**src/rtl/lane_enc_pkg.sv**
```systemverilog
// rtl/lane_enc_pkg.sv - shared types and constants for the one-hot lane encoder
// Purpose: default payload width, lane count, lane index type, FSM state
//          encoding and the queued request record used by lane_encoder.
// Ports:   none (package).
package lane_enc_pkg;

  localparam int WIDTH = 32;
  localparam int LANES = 4;

  typedef logic [1:0] lane_idx_t;

  typedef enum logic [1:0] {
    IDLE    = 2'd0,
    PRESENT = 2'd1,
    GAP     = 2'd2
  } state_t;

  typedef struct packed {
    lane_idx_t        idx;
    logic [WIDTH-1:0] data;
  } entry_t;

endpackage

```
**src/rtl/lane_enc_fifo.sv**
```systemverilog
// rtl/lane_enc_fifo.sv - 2-entry request FIFO for the lane encoder
// Purpose: buffers (lane index, word) requests between the input handshake
//          and the presentation FSM.
// Ports:   clk, rst_n (async active-low); push/push_idx/push_data write side;
//          pop read side; head_idx/head_data show the oldest entry;
//          count is the number of stored entries (0..2).
module lane_enc_fifo
  import lane_enc_pkg::*;
#(
  parameter int WIDTH = lane_enc_pkg::WIDTH
) (
  input  logic             clk,
  input  logic             rst_n,
  input  logic             push,
  input  lane_idx_t        push_idx,
  input  logic [WIDTH-1:0] push_data,
  input  logic             pop,
  output lane_idx_t        head_idx,
  output logic [WIDTH-1:0] head_data,
  output logic [1:0]       count
);

  lane_idx_t        idx_mem  [2];
  logic [WIDTH-1:0] data_mem [2];
  logic             wr_ptr;
  logic             rd_ptr;
  logic             do_push;
  logic             do_pop;

  assign do_pop    = pop && (count != 2'd0);
  // When full, a simultaneous pop frees the slot the write pointer already
  // points at, so the push can proceed without losing the head.
  assign do_push   = push && ((count != 2'd2) || do_pop);
  assign head_idx  = idx_mem[rd_ptr];
  assign head_data = data_mem[rd_ptr];

  always_ff @(posedge clk) begin
    if (do_push) begin
      idx_mem[wr_ptr]  <= push_idx;
      data_mem[wr_ptr] <= push_data;
    end
  end

  always_ff @(posedge clk or negedge rst_n) begin
    if (!rst_n) begin
      wr_ptr <= 1'b0;
      rd_ptr <= 1'b0;
      count  <= 2'd0;
    end else begin
      if (do_push) wr_ptr <= ~wr_ptr;
      if (do_pop)  rd_ptr <= ~rd_ptr;
      case ({do_push, do_pop})
        2'b10:   count <= count + 2'd1;
        2'b01:   count <= count - 2'd1;
        default: count <= count;
      endcase
    end
  end

endmodule

```
**src/rtl/lane_encoder.sv**
```systemverilog
// rtl/lane_encoder.sv - one-hot lane encoder with request FIFO and zero gap
// Purpose: takes (lane index, word) requests and drives exactly one of four
//          lanes with the word, the rest zero, separated by all-zero gaps.
// Ports:   clk, rst_n (async active-low);
//          in_valid/in_ready/in_idx/in_data request handshake;
//          a0..a3 registered lanes; out_valid/out_ready presentation handshake;
//          err one-cycle pulse for a dropped zero payload;
//          busy while anything is queued or being presented.
module lane_encoder
  import lane_enc_pkg::*;
#(
  parameter int WIDTH      = lane_enc_pkg::WIDTH,
  parameter int GAP_CYCLES = 1
) (
  input  logic             clk,
  input  logic             rst_n,
  input  logic             in_valid,
  output logic             in_ready,
  input  lane_idx_t        in_idx,
  input  logic [WIDTH-1:0] in_data,
  output logic [WIDTH-1:0] a0,
  output logic [WIDTH-1:0] a1,
  output logic [WIDTH-1:0] a2,
  output logic [WIDTH-1:0] a3,
  output logic             out_valid,
  input  logic             out_ready,
  output logic             err,
  output logic             busy
);

  localparam logic [3:0] GAP_LOAD = 4'((GAP_CYCLES > 0) ? GAP_CYCLES - 1 : 0);

  state_t           state;
  logic [3:0]       gap_cnt;
  logic [WIDTH-1:0] lane_q [LANES];
  logic [1:0]       count;
  lane_idx_t        head_idx;
  logic [WIDTH-1:0] head_data;
  logic             accept;
  logic             push;
  logic             pop;

  // in_ready comes from the registered count only, never from out_ready.
  assign in_ready = (count != 2'd2);
  assign busy     = (count != 2'd0) || (state != IDLE);
  assign accept   = in_valid && in_ready;
  // A zero word would be invisible to the decoder, so it is dropped.
  assign push     = accept && (in_data != '0);
  assign pop      = (state == IDLE) && (count != 2'd0);

  assign a0 = lane_q[0];
  assign a1 = lane_q[1];
  assign a2 = lane_q[2];
  assign a3 = lane_q[3];

  lane_enc_fifo #(.WIDTH(WIDTH)) u_fifo (
    .clk       (clk),
    .rst_n     (rst_n),
    .push      (push),
    .push_idx  (in_idx),
    .push_data (in_data),
    .pop       (pop),
    .head_idx  (head_idx),
    .head_data (head_data),
    .count     (count)
  );

  always_ff @(posedge clk or negedge rst_n) begin
    if (!rst_n) begin
      state     <= IDLE;
      gap_cnt   <= 4'd0;
      out_valid <= 1'b0;
      err       <= 1'b0;
      for (int i = 0; i < LANES; i++) lane_q[i] <= '0;
    end else begin
      err <= accept && (in_data == '0);
      case (state)
        IDLE: begin
          if (count != 2'd0) begin
            for (int i = 0; i < LANES; i++)
              lane_q[i] <= (head_idx == lane_idx_t'(i)) ? head_data : '0;
            out_valid <= 1'b1;
            state     <= PRESENT;
          end
        end
        PRESENT: begin
          if (out_ready) begin
            for (int i = 0; i < LANES; i++) lane_q[i] <= '0;
            out_valid <= 1'b0;
            if (GAP_CYCLES > 0) begin
              gap_cnt <= GAP_LOAD;
              state   <= GAP;
            end else begin
              state <= IDLE;
            end
          end
        end
        GAP: begin
          if (gap_cnt == 4'd0) state <= IDLE;
          else                 gap_cnt <= gap_cnt - 4'd1;
        end
        default: state <= IDLE;
      endcase
    end
  end

endmodule

```
**config.mk**
```make
export PLATFORM = sky130hd
export DESIGN_NAME = lane_encoder
export DESIGN_NICKNAME = d
export VERILOG_FILES = /design/src/rtl/lane_enc_pkg.sv /design/src/rtl/lane_enc_fifo.sv /design/src/rtl/lane_encoder.sv
export SDC_FILE = /design/constraint.sdc
export NUM_CORES = 1
export LEC_CHECK = 0
export ABC_AREA = 0
export ABC_CLOCK_PERIOD_IN_PS = 3600
export CORE_MARGIN = 2
export CORE_UTILIZATION = 25
export DETAILED_ROUTE_END_ITERATION = 7
export PLACE_DENSITY = 0.41
export SKIP_LAST_GASP = 1
export SLEW_MARGIN = 20
export SYNTH_ARGS = -nofsm -noshare
export SYNTH_HDL_FRONTEND = slang
export SYNTH_HIERARCHICAL = 1
export SYNTH_SLANG_ARGS = --single-unit
```
**constraint.sdc**
```tcl
create_clock -name clk -period 3.6 [get_ports clk]
set_clock_uncertainty 0.1 [all_clocks]
set_input_delay 0.72 -clock clk [delete_from_list [all_inputs] [get_ports clk]]
set_output_delay 0.72 -clock clk [all_outputs]
set_load 0.01 [all_outputs]
```
==> flow_results.org <==
** STA
- Setup TNS :: 0 ns
- Setup violations remaining at the end of the flow were counted as 0.
- Setup slack on the critical path of the routed design comes to 0.6456 ns.
- Timing would allow up to between 300 and 400 MHz.
- The count of pins over their slew limit came to 0.
- Measured against its own limit, the worst slew margin works out to 39.61%.
- Tmin final :: 2.954 ns
- Final Hold Viols :: 0
- Setup repair after global routing left no endpoint under its margin.
- Of the available clock period, the critical path in the final layout requires 82.07%.
- At the pin with the least slew margin, the transition time is just over 0.9 ns.

** Place
- Summed over all nets, the half-perimeter wirelength after detailed placement is 14.46 mm.
- Number of port buffers :: roughly 170
- Setup slack after placement :: 0.1643 ns
- Standard cell area after detailed placement :: 9930 um2
- Routability-driven placement finished with a final weighted congestion of about 0.74.

** GRT
- The via count of the first global-routing pass is 5,265.
- Total global-route track usage :: 13.20%
- Overall overflow remaining after global route :: 0
- The initial antenna violation count came to 1.
- Global-route wire length before repair :: 33.39 mm
- Pin count of the biggest net entering global routing :: 78

** Clocking
- Cts-stage hold buffer count :: 0
- The tree is rooted in a clkbuf_16.
- Gates resized during post-CTS repair numbered 0.
- Total number of clock tree sinks :: 208
- TritonCTS built the clock tree.
- CTS built an H-tree with a depth of 1.
- Reg clk slew, reported paths :: 0.06 ns
- In this run, CTS created clock tree buffers numbering 25.
- The clock reaches the later pin of the worst-skew pair after 0.52 ns.
- Buffers added to address setup during post-CTS repair amount to 0.
- Maximum root-to-sink buffer count :: 3

** Cells and area
- Most frequent standard cell in the layout excluding fill and tap cells :: clkdlybuf4s50_1
- In the final layout, the share of cells above drive strength 1 is 15.17%.
- Compared with the post-synthesis result, the final layout area differs by 35.58%.
- Final core utilization :: about a third
- Multi-input gate area :: approximately 2000 um2
- In the final layout, flip-flops and latches occupy 5547 um2.
- In the layout the commonest cells are clkdlybuf4s50_1 (168), dfrtp_1 (139), a22o_1 (124).
- The finished cells cover 10,710 um2.
- After the last flow step, the layout net total stands at between 600 and 700.
- Fillcell total :: 3,009
- Number of diodes added for antenna fixing :: 0

** Power
- Leakage :: 0.004366 uW
- Total Power :: 10,240 uW
- Highest ir drop seen on vdd :: 0.0004517 V
- For this design the ratio of total power to cell area is 955.8 nW/um2.

** Worst setup path
- Critical Setup Path Class :: reg -> out
- Slowest library cell on the worst path :: clkdlybuf4s50_1
- Of all nets on the critical path, the largest fanout is 10.
- On the worst path, the slowest cell contributes a delay of 0.57 ns.
- STA classifies the critical path endpoint as an output port.
- Traced cell by cell, the critical path runs through or2_1 -> nand2b_1 -> clkdlybuf4s50_1.
- STA puts the critical path data required time at around 2.8 ns.
- Critical path launch point type :: flop
- Data arrival time at the worst-slack endpoint :: 2.13 ns

** Floorplan
- The floorplan step defined a die boundary enclosing 33,030 um2.
- 170 I/O pins were placed.
- Core Area :: 31,310 um2
- From bottom edge to top edge, the die measures around 180 um.
- For this configuration, the core starts out at a cell density of 25.23%.
- The initialized floorplan defines 65 standard-cell rows.
- In this run the horizontal extent of the chip is 181.8 um.

** Run
- The tool flagged a number of max-cap violations equal to 0.

** Yosys
- Each instance of the synthesized netlist takes up on average 16.84 um2.
- Counting flops and latches in the post-synthesis netlist gives 208.
- Synthesis handed over a netlist of 469 instances.
- The number of nets handed over by synthesis was 509.
- FFs w/ async S/R, synth :: between 60% and 70%
- In the synthesized netlist the dominant register cell turns out to be dfrtp_1.
- Post-Synthesis Cell Area :: 7899 um2
- Number of warning messages in the yosys log :: 6
- Number of enable flip-flop cells after synthesis :: between 60 and 70
- The number of different library cells used by synthesis comes to 46.
- For this run, the register share of the synthesized area comes to 70.20%.

** Drt
- Wire length after detailed routing :: between 20 and 25 mm
- Dividing the detail-routed via count by the number of cells gives 4.575.
- Number of detailed-routing iterations run before antenna repair :: 5
- In this run the remaining antenna-violating nets after routing total 0.
- Wire length per cell :: 20.62 um
- Remaining DRCs :: 0
- First DRT Iteration DRCs :: approximately 210
- The routed layout has 4,886 vias.

** Outcome
- The run finished with clean final reports.

** Min path
- The path class of the tightest hold or removal check is in -> async.
## registers in the layout, indices dropped and copies added, names as in the netlist
| register | count |
|---|---|
| u_fifo/count | 2 |
| err | 1 |
| u_fifo/data_mem | 64 |
| a3 | 32 |
| u_fifo/wr_ptr | 1 |
| gap_cnt | 4 |
| a2 | 32 |
| out_valid | 1 |
| u_fifo/rd_ptr | 1 |
| a0 | 32 |
| u_fifo/idx_mem | 4 |
| state | 2 |
| a1 | 32 |
## critical path: cells and delay by family, from the launching register on
kind | cells | cell delay, ns
simple gates | 2 | 0.69
buf+inv | 1 | 0.57
flops | 1 | 0.37
## metrics by stage
step,hold slack (ns),instances
6_report,0.08970,1068
5_1_grt,0.1359,1068
4_1_cts,0.1212,1067
3_5_place_dp,0.3689,1022
3_3_place_gp,0.3749,1022
2_1_floorplan,0.3244,469
## routing by layer
layer	wire [um]	global-route usage, %	vias to the layer above
li1	-	-	2201
met4	276	2.537	2
met2	10380	21.53	142
met5	13	0	-
met3	1395	3.670	28
met1	9957	17.70	2513
## power by group
group          internal [uW]  total (uW)  switching, uW
combinational           2030        4070           2040
clock                   1350        2320            970
sequential              3350        3850            495
## kinds of logic after synthesis
| logic type | count (synthesis) | synth area share, % |
|---|---|---|
| flip-flops | 208 | 70.20 |
| AO/OA/AOI/OAI | 142 | 15.63 |
| AND/OR/NAND/NOR | 40 | 4.040 |
| multiplexers | 38 | 5.402 |
| buffers and inverters | 36 | 4.071 |
| XOR/XNOR | 3 | 0.3327 |
| adder cells (fa/ha/maj) | 2 | 0.3168 |
## Yosys cell counts (4+ instances only)
master / n / share of area, %
buf_6: 4 / 0.57
o211ai_1: 4 / 0.38
nand2b_1: 4 / 0.32
edfxtp_1: 68 / 26
dfrtp_1: 140 / 44
buf_2: 13 / 0.82
nor4_1: 8 / 0.63
a22o_1: 124 / 14
buf_8: 10 / 1.9
mux2_2: 34 / 4.8
a21oi_1: 4 / 0.25
inv_1: 5 / 0.24
## path summary, 6_finish.rpt
kind	cells past startpoint	slack, ns	endpoint	startpoint
min in group clk	1	0.38	out_valid$_DFFE_PN0P_	out_valid$_DFFE_PN0P_
setup / recovery	3	0.65	busy	state[1]$_DFFE_PN0P_
max in group asynchronous	2	2.47	u_fifo/rd_ptr$_DFFE_PN0N_	rst_n
hold reg to reg	1	0.38	out_valid$_DFFE_PN0P_	out_valid$_DFFE_PN0P_
hold / removal	1	0.09	a3[7]$_DFFE_PN0P_	rst_n
setup reg to reg	4	1.08	u_fifo/idx_mem[1][0]$_DFFE_PP_	state[0]$_DFFE_PN0P_
## layout make-up
type,instances,share of cell area [%]
well taps,402,4.697
multi-input cells,225,19.10
clock inverters,14,0.6660
flip-flops and latches,208,51.79
clock buffers,31,6.426
repair buffers,183,17.14
inverters,5,0.1753
No activity file was read; power rests on OpenSTA's default activity.
